## src/rtl/axil_decoder_addr_wr.sv

```systemverilog
// Write-address decoder for the AXI-Lite interconnect: latches a one-hot slave
// select on AWVALID, holds it through AW/W/B, and answers unmapped writes with DECERR.
module axil_decoder_addr_wr #(
   parameter int                        NUMBER_SLAVE    = 4,
   parameter int                        AXI_ADDR_WIDTH  = 32,
   parameter logic [AXI_ADDR_WIDTH-1:0] AXI_ADDR_OFFSET [NUMBER_SLAVE] = '{default: '0},
   parameter logic [AXI_ADDR_WIDTH-1:0] AXI_ADDR_RANGE  [NUMBER_SLAVE] = '{default: 1}
) (
   input  logic                      aclk,
   input  logic                      aresetn,
   input  logic [AXI_ADDR_WIDTH-1:0] addr,
   output logic [NUMBER_SLAVE-1:0]   slv_valid,
   output logic                      slv_invalid,
   input  logic                      m_axil_awvalid,
   input  logic                      m_axil_awready,
   input  logic                      m_axil_wvalid,
   input  logic                      m_axil_wready,
   input  logic                      m_axil_bvalid,
   input  logic                      m_axil_bready,
   output logic                      err_awready,
   output logic                      err_wready,
   output logic                      err_bvalid,
   output logic [1:0]                err_bresp
);

   typedef enum logic [1:0] {
      IDLE = 2'd0,
      DATA = 2'd1,
      RESP = 2'd2
   } state_t;

   state_t                  state;
   state_t                  state_nxt;
   logic [NUMBER_SLAVE-1:0] slv_valid_nxt;
   logic                    slv_invalid_nxt;
   logic                    aw_done;
   logic                    aw_done_nxt;
   logic                    w_done;
   logic                    w_done_nxt;

   logic [NUMBER_SLAVE-1:0] hit;
   logic                    miss;
   logic                    aw_hs;
   logic                    w_hs;
   logic                    b_hs;

   // Window end is computed one bit wider so a window ending at 2^W does not wrap.
   // Scanning from the top index down lets the lowest matching index win.
   always_comb begin
      hit = '0;
      for (int i = NUMBER_SLAVE - 1; i >= 0; i--) begin
         if (({1'b0, addr} >= {1'b0, AXI_ADDR_OFFSET[i]}) &&
             ({1'b0, addr} <  ({1'b0, AXI_ADDR_OFFSET[i]} + {1'b0, AXI_ADDR_RANGE[i]}))) begin
            hit    = '0;
            hit[i] = 1'b1;
         end
      end
   end

   assign miss = ~|hit;

   assign err_awready = (state == DATA) && slv_invalid && !aw_done;
   assign err_wready  = (state == DATA) && slv_invalid && !w_done;
   assign err_bvalid  = (state == RESP) && slv_invalid;
   assign err_bresp   = 2'b11;

   assign aw_hs = m_axil_awvalid && (slv_invalid ? err_awready : m_axil_awready);
   assign w_hs  = m_axil_wvalid  && (slv_invalid ? err_wready  : m_axil_wready);
   assign b_hs  = (slv_invalid ? err_bvalid : m_axil_bvalid) && m_axil_bready;

   // NOTE: state registers use non-blocking assignments so every flop samples
   // the pre-edge values, regardless of the order blocks are evaluated.
   always_ff @(posedge aclk) begin
      if (!aresetn) begin
         state       <= IDLE;
         slv_valid   <= '0;
         slv_invalid <= 1'b0;
         aw_done     <= 1'b0;
         w_done      <= 1'b0;
      end else begin
         state       <= state_nxt;
         slv_valid   <= slv_valid_nxt;
         slv_invalid <= slv_invalid_nxt;
         aw_done     <= aw_done_nxt;
         w_done      <= w_done_nxt;
      end
   end

   // NOTE: every output of this block is given a hold value first, so no path
   // through the case leaves a signal unassigned and no latch is inferred.
   always_comb begin
      state_nxt       = state;
      slv_valid_nxt   = slv_valid;
      slv_invalid_nxt = slv_invalid;
      aw_done_nxt     = aw_done;
      w_done_nxt      = w_done;

      case (state)
         IDLE: begin
            if (m_axil_awvalid) begin
               slv_valid_nxt   = hit;
               slv_invalid_nxt = miss;
               state_nxt       = DATA;
            end
         end
         DATA: begin
            if ((aw_done || aw_hs) && (w_done || w_hs)) begin
               state_nxt   = RESP;
               aw_done_nxt = 1'b0;
               w_done_nxt  = 1'b0;
            end else begin
               aw_done_nxt = aw_done || aw_hs;
               w_done_nxt  = w_done || w_hs;
            end
         end
         RESP: begin
            if (b_hs) begin
               state_nxt       = IDLE;
               slv_valid_nxt   = '0;
               slv_invalid_nxt = 1'b0;
            end
         end
         default: begin
            state_nxt       = IDLE;
            slv_valid_nxt   = '0;
            slv_invalid_nxt = 1'b0;
            aw_done_nxt     = 1'b0;
            w_done_nxt      = 1'b0;
         end
      endcase
   end

endmodule
```

## config.mk

```make
export PLATFORM = sky130hd
export DESIGN_NAME = axil_decoder_addr_wr
export DESIGN_NICKNAME = d
export VERILOG_FILES = /design/src/rtl/axil_decoder_addr_wr.sv
export SDC_FILE = /design/constraint.sdc
export NUM_CORES = 1
export LEC_CHECK = 0
export BUFFER_PORTS_ARGS = -buffer_cell sky130_fd_sc_hd__buf_2
export CAP_MARGIN = 20
export CELL_PAD_IN_SITES_DETAIL_PLACEMENT = 1
export CELL_PAD_IN_SITES_GLOBAL_PLACEMENT = 1
export CORE_MARGIN = 2
export CORE_UTILIZATION = 20
export DETAILED_ROUTE_END_ITERATION = 7
export PLACE_DENSITY = 0.83
export SYNTH_ARGS = -nofsm -noshare
export SYNTH_HDL_FRONTEND = slang
export SYNTH_SLANG_ARGS = --single-unit
```

## constraint.sdc

```tcl
create_clock -name aclk -period 1.6 [get_ports aclk]
set_clock_uncertainty 0.1 [all_clocks]
set_input_delay 0.08 -clock aclk [delete_from_list [all_inputs] [get_ports aclk]]
set_output_delay 0.08 -clock aclk [all_outputs]
set_load 0.03 [all_outputs]
```

[Word level (Yosys, flattened, before mapping)]
Index checks and enable logic that the tools add are counted.
Word-level totals
  bits of input ports: 40
  logic and storage cells: 48
  output and inout bits: 10
  register bits: 9
Operators by class
  equal/unequal tests: 5
  mux-type cells: 18
  bitwise operators: 1
  $lt $le $gt $ge: 1
  reduce and logical (&&, ||, !) cells: 18
Operator list (count)
  $lt 32x1->1 const B: 1
  $pmux 4 s3: 1
  $logic_and 1x1->1: 8
  $mux 1: 8
  $mux 4: 2
  $mux 2: 3
  $pmux 2 s3: 1
  $reduce_and 3->1: 2
  $ne 2x2->1 const B: 2
  $pmux 1 s2: 2
  $reduce_or 4->1: 1
  $logic_not 1->1: 3
  $pmux 1 s3: 1
  $eq 2x1->1 const B: 1
  $eq 2x2->1 const B: 1
  $logic_not 2->1: 1
  $logic_or 1x1->1: 2
  $ne 2x1->1 const B: 1
  $reduce_or 2->1: 1
  $not 1->1: 1

[Longest topological paths before layout]
  depth in word-level cells: 9
  gate-level depth with buffers: 4
  gate-level depth less buffers: 4

[Least setup slack after synthesis]
Ideal clock, no wire load.
  path type: register to register
  start point: register slv_invalid
  end point: register slv_valid[0]
  library setup time: 114 ps
  clock period less this slack: 1499 ps
  path buffers: 0
  stages on the path, launching flop included: 5
  data required time: 1386 ps
  data arrival time: 1285 ps
  slack: 101 ps
  cell sequence: dfxtp_1 > o21ai_0 > and3_2 > o21a_1 > a21o_1
Between the ends
  longest elaborated chain between the ends: 5
Ends and longest elaborated chain
  from (decl): line 13  | output logic slv_invalid,
  from (signal assigned): line 83  | slv_invalid <= slv_invalid_nxt;
  $logic_and 1x1->1: line 64  | assign err_bvalid = (state == RESP) && slv_invalid;
  $mux 1 (*): line 69  | assign b_hs = (slv_invalid ? err_bvalid : m_axil_bvalid) && m_axil_bready;
  $logic_and 1x1->1 (*): line 69
  $ne 2x2->1 (no line) (*)
  $reduce_and 3->1 (no line) (*)
  to (signal assigned): line 82  | slv_valid <= slv_valid_nxt;
  to (decl): line 12  | output logic [NUMBER_SLAVE-1:0] slv_valid,
Mark *: on every way between the ends. The rest lies on a longest branch, timed or not.
A chain may end at the register's enable or synchronous reset.

[Final worst setup path]
  start point: register state[1]
  end point: register state[0]
Between the ends
  longest elaborated chain between the ends: 9
  elaborated cells on any way between the ends: 21
  those cells by class: eq/ne: 5; mux: 4; reduce/logical: 12
Ends and longest elaborated chain
  from (decl): line 32  | state_t state;
  from (signal assigned): line 81  | state <= state_nxt;
  $eq 2x1->1: line 62, 63, 98
  $logic_and 1x1->1: line 62, 63
  $logic_and 1x1->1, on equally long branches: line 62, 63
  $mux 1, on equally long branches: line 67, 68
  $logic_and 1x1->1, on equally long branches: line 67, 68
  $logic_or 1x1->1: line 107  | if ((aw_done || aw_hs) && (w_done || w_hs)) begin
  $logic_and 1x1->1: line 107
  $ne 2x1->1 (no line)
  $reduce_and 3->1 (no line)
Several ways; a longest one is shown, not always the timed one.

==> impl_metrics.ini <==
[global_route]
track_usage = 0.136
grt_pass1_wl_um = 2720
overflow = 0
first_global_vias = 663
grt_max_degree = 10
grt_antenna_before_repair = 0

[timing]
shortest_period_the_worst_path_allows_ns = 1.42
holdWs_ns = 0.00868
fmax_mhz = 705
totalNegativeSetupSlack_ns = 0
count_of_final_hold_check_violations = 0
final-max-slew-violation-count = 0
finalSetupViolCount = 0
setup_repair_after_global_routing_missed_its_margin = false
share_of_the_clock_period_used_by_the_worst_path_after_layout = 0.886

[cells_and_area]
n_antenna_cell = 0
nNetsFinal = 145
fin_util = 0.328
drive_above_1_share = 0.544
layout.cell_area.non_filler_um2 = 712
fill_cells = 286
area.growth.synth_to_final_pct = 57.2
stdcell_count = 131

[place]
port_buffers = 44
number_of_cells_in_the_design_after_placement = 128
placed_area_um2 = 682
dp_hpwl_um = 1350
weighted_congestion_reported_at_the_end_of_routability_driven_placement = 0.834

[clock_tree]
cts.hold.buffers_added = 0
root_buffer = sky130_fd_sc_hd__clkbuf_4
clk_pin_slew_ns = 0.05
cts_buffers = 3
cts_tree = built
clock_tree.htree_level_count = 1
insertion_delay_ns = 0.26
cts_sinks = 6
max-clock-path-buffers = 2

[synthesis]
synth.avg_cell_area_um2 = 7.81
synth.distinct_cells = 24
postSynthRegisterBits = 6
seq_area_frac_synth = 0.265
yosysWarningCount = 0
synthCells = 58
synthesis.area_um2 = 453

[power]
cellPowerDensity_nw_per_um2 = 642
vdd_ir_drop_max_mv = 0.233
p_leak_nw = 0.365

[job]
max_cap_violations = 0

[die]
dieWidth_um = 51.6
die-area_um2 = 2660
ios = 50
coreArea_um2 = 2170
core.rowCount = 17
die_y_um = 51.6
initial_core_util = 0.209

[setup_path]
reg2reg_to = state[0]
r2r-start = state[1]
start_kind = flop
ff2ff_path_depth = 4
critPathMaxFanout = 7
critical_path_class = flop to flop
end_kind = flop
worst_ep_arrival_time_ns = 1.47
cp_data_required_time_ns = 1.65
regToRegSetupSlack_ns = 0.18

[worst_hold_path]
hp-class = input pin to flop
hold_path.startpoint = aresetn
timing.hold.worst_path_depth = 2
timing.hold.worst_endpoint = state[1]

[detailed_routing]
detail-route-antenna-nets = 0
vias_per_cell = 4.58
num_vias = 600
count_of_unresolved_drc_violations_after_routing = 0
avgRoutedWirePerCell_um = 12.0
first_pass_iters = 3
postRouteWirelength_um = 1570
dr.first_iter.drc_count = 4

[run_status]
outcome = completed
[flip-flops by register name, indices dropped and copies added (netlist names)]
name	count
state	2
slv_invalid	1
w_done	1
aw_done	1
slv_valid	1
[final cells by class]
type	instances	area [µm²]	area share
multi-input combinational	48	304	0.427
timing repair buffer	44	220	0.309
sequential	6	123	0.172
tap	28	35.0	0.0492
clock buffer	3	22.5	0.0316
inverter	2	7.51	0.0105
[kinds of logic after synthesis]
kind of cell / synth area share
and+or+nand+nor: 0.417
AOI/OAI and AO/OA: 0.202
buffers and inverters: 0.0995
DFF: 0.265
other: 0.0166
[report_power, final]
group,total (mW),internal [mW],switching (mW)
Sequential,0.171,0.159,0.0125
Combinational,0.138,0.0654,0.0723
Clock,0.148,0.0854,0.0626
Total,0.457,0.310,0.147
[placed cells by master, fill, tap and decap left out, types with 3 or more instances in the layout]
| cell | synthesis | layout |
|---|---|---|
| sky130_fd_sc_hd__clkbuf_4 | 0 | 3 |
| sky130_fd_sc_hd__o21a_1 | 3 | 3 |
| sky130_fd_sc_hd__buf_2 | 0 | 44 |
| sky130_fd_sc_hd__dfxtp_1 | 6 | 4 |
| sky130_fd_sc_hd__conb_1 | 2 | 5 |
| sky130_fd_sc_hd__nor4_1 | 9 | 9 |
| sky130_fd_sc_hd__nand4_1 | 3 | 3 |
| sky130_fd_sc_hd__nor2_1 | 7 | 7 |
[cells in the mapped netlist]
| master | n | area share |
|---|---|---|
| sky130_fd_sc_hd__nor4_1 | 9 | 0.12 |
| sky130_fd_sc_hd__o21a_1 | 3 | 0.050 |
| sky130_fd_sc_hd__o2bb2ai_1 | 1 | 0.019 |
| sky130_fd_sc_hd__a211oi_1 | 1 | 0.017 |
| sky130_fd_sc_hd__a21o_1 | 1 | 0.017 |
| sky130_fd_sc_hd__nor3_1 | 2 | 0.022 |
| sky130_fd_sc_hd__nand3_1 | 1 | 0.011 |
| sky130_fd_sc_hd__o21ai_0 | 2 | 0.022 |
| sky130_fd_sc_hd__a2bb2oi_1 | 1 | 0.019 |
| sky130_fd_sc_hd__inv_1 | 2 | 0.017 |
| sky130_fd_sc_hd__buf_4 | 5 | 0.083 |
| sky130_fd_sc_hd__a221o_2 | 1 | 0.025 |
| sky130_fd_sc_hd__nor2b_1 | 2 | 0.028 |
| sky130_fd_sc_hd__conb_1 | 2 | 0.017 |
| sky130_fd_sc_hd__and3b_1 | 1 | 0.019 |
| sky130_fd_sc_hd__nand2_1 | 2 | 0.017 |
| sky130_fd_sc_hd__a221oi_2 | 1 | 0.033 |
| sky130_fd_sc_hd__nand3b_1 | 1 | 0.017 |
| sky130_fd_sc_hd__nor2_1 | 7 | 0.058 |
| sky130_fd_sc_hd__dfxtp_1 | 6 | 0.27 |
| sky130_fd_sc_hd__and2b_2 | 1 | 0.019 |
| sky130_fd_sc_hd__nand4_1 | 3 | 0.041 |
| sky130_fd_sc_hd__and3_2 | 2 | 0.033 |
| sky130_fd_sc_hd__and3b_4 | 1 | 0.028 |
[per-layer routing]
layer / vias up / part of all wire / GRT usage / routed length, µm
met5: - / 0 / 0 / 0
met4: 0 / 0.012 / 0.0395 / 19
met3: 2 / 0.089 / 0.0575 / 140
met2: 26 / 0.53 / 0.261 / 840
met1: 269 / 0.36 / 0.130 / 572
li1: 303 / - / - / -
[what timing repair did]
item / CTS / global route
resized for setup: 0 / 3
buffers inserted: 0 / 0
hold endpoints to repair: 0 / 0
endpoints found under the setup margin: 0 / 1
[worst max-delay path, cell delays in order (launching register included)]
cell	delay (ns)
sky130_fd_sc_hd__dfxtp_2	0.36
sky130_fd_sc_hd__and3b_4	0.23
sky130_fd_sc_hd__a221oi_2	0.30
sky130_fd_sc_hd__nor3_1	0.09
sky130_fd_sc_hd__nor4_1	0.24
[through the flow]
stage	power [mW]	worst slack [ns]
CTS	0.456	0.0494
finish	0.457	0.182
floorplan	0.251	0.101
global route	0.484	0.0556
global placement	0.304	0.190
detailed placement	0.308	0.115
[how the worst max path moves through the flow]
stage,startpoint,endpoint,slack (ns),cells past startpoint
floorplan,slv_invalid,slv_valid[0],0.10,4
global placement,slv_invalid,state[0],0.19,4
detailed placement,slv_invalid,state[0],0.11,4
CTS,slv_invalid,state[0],0.05,4
global route,state[1],state[0],0.06,4
finish,state[1],state[0],0.18,4
No activity file was read; power rests on OpenSTA's default activity.
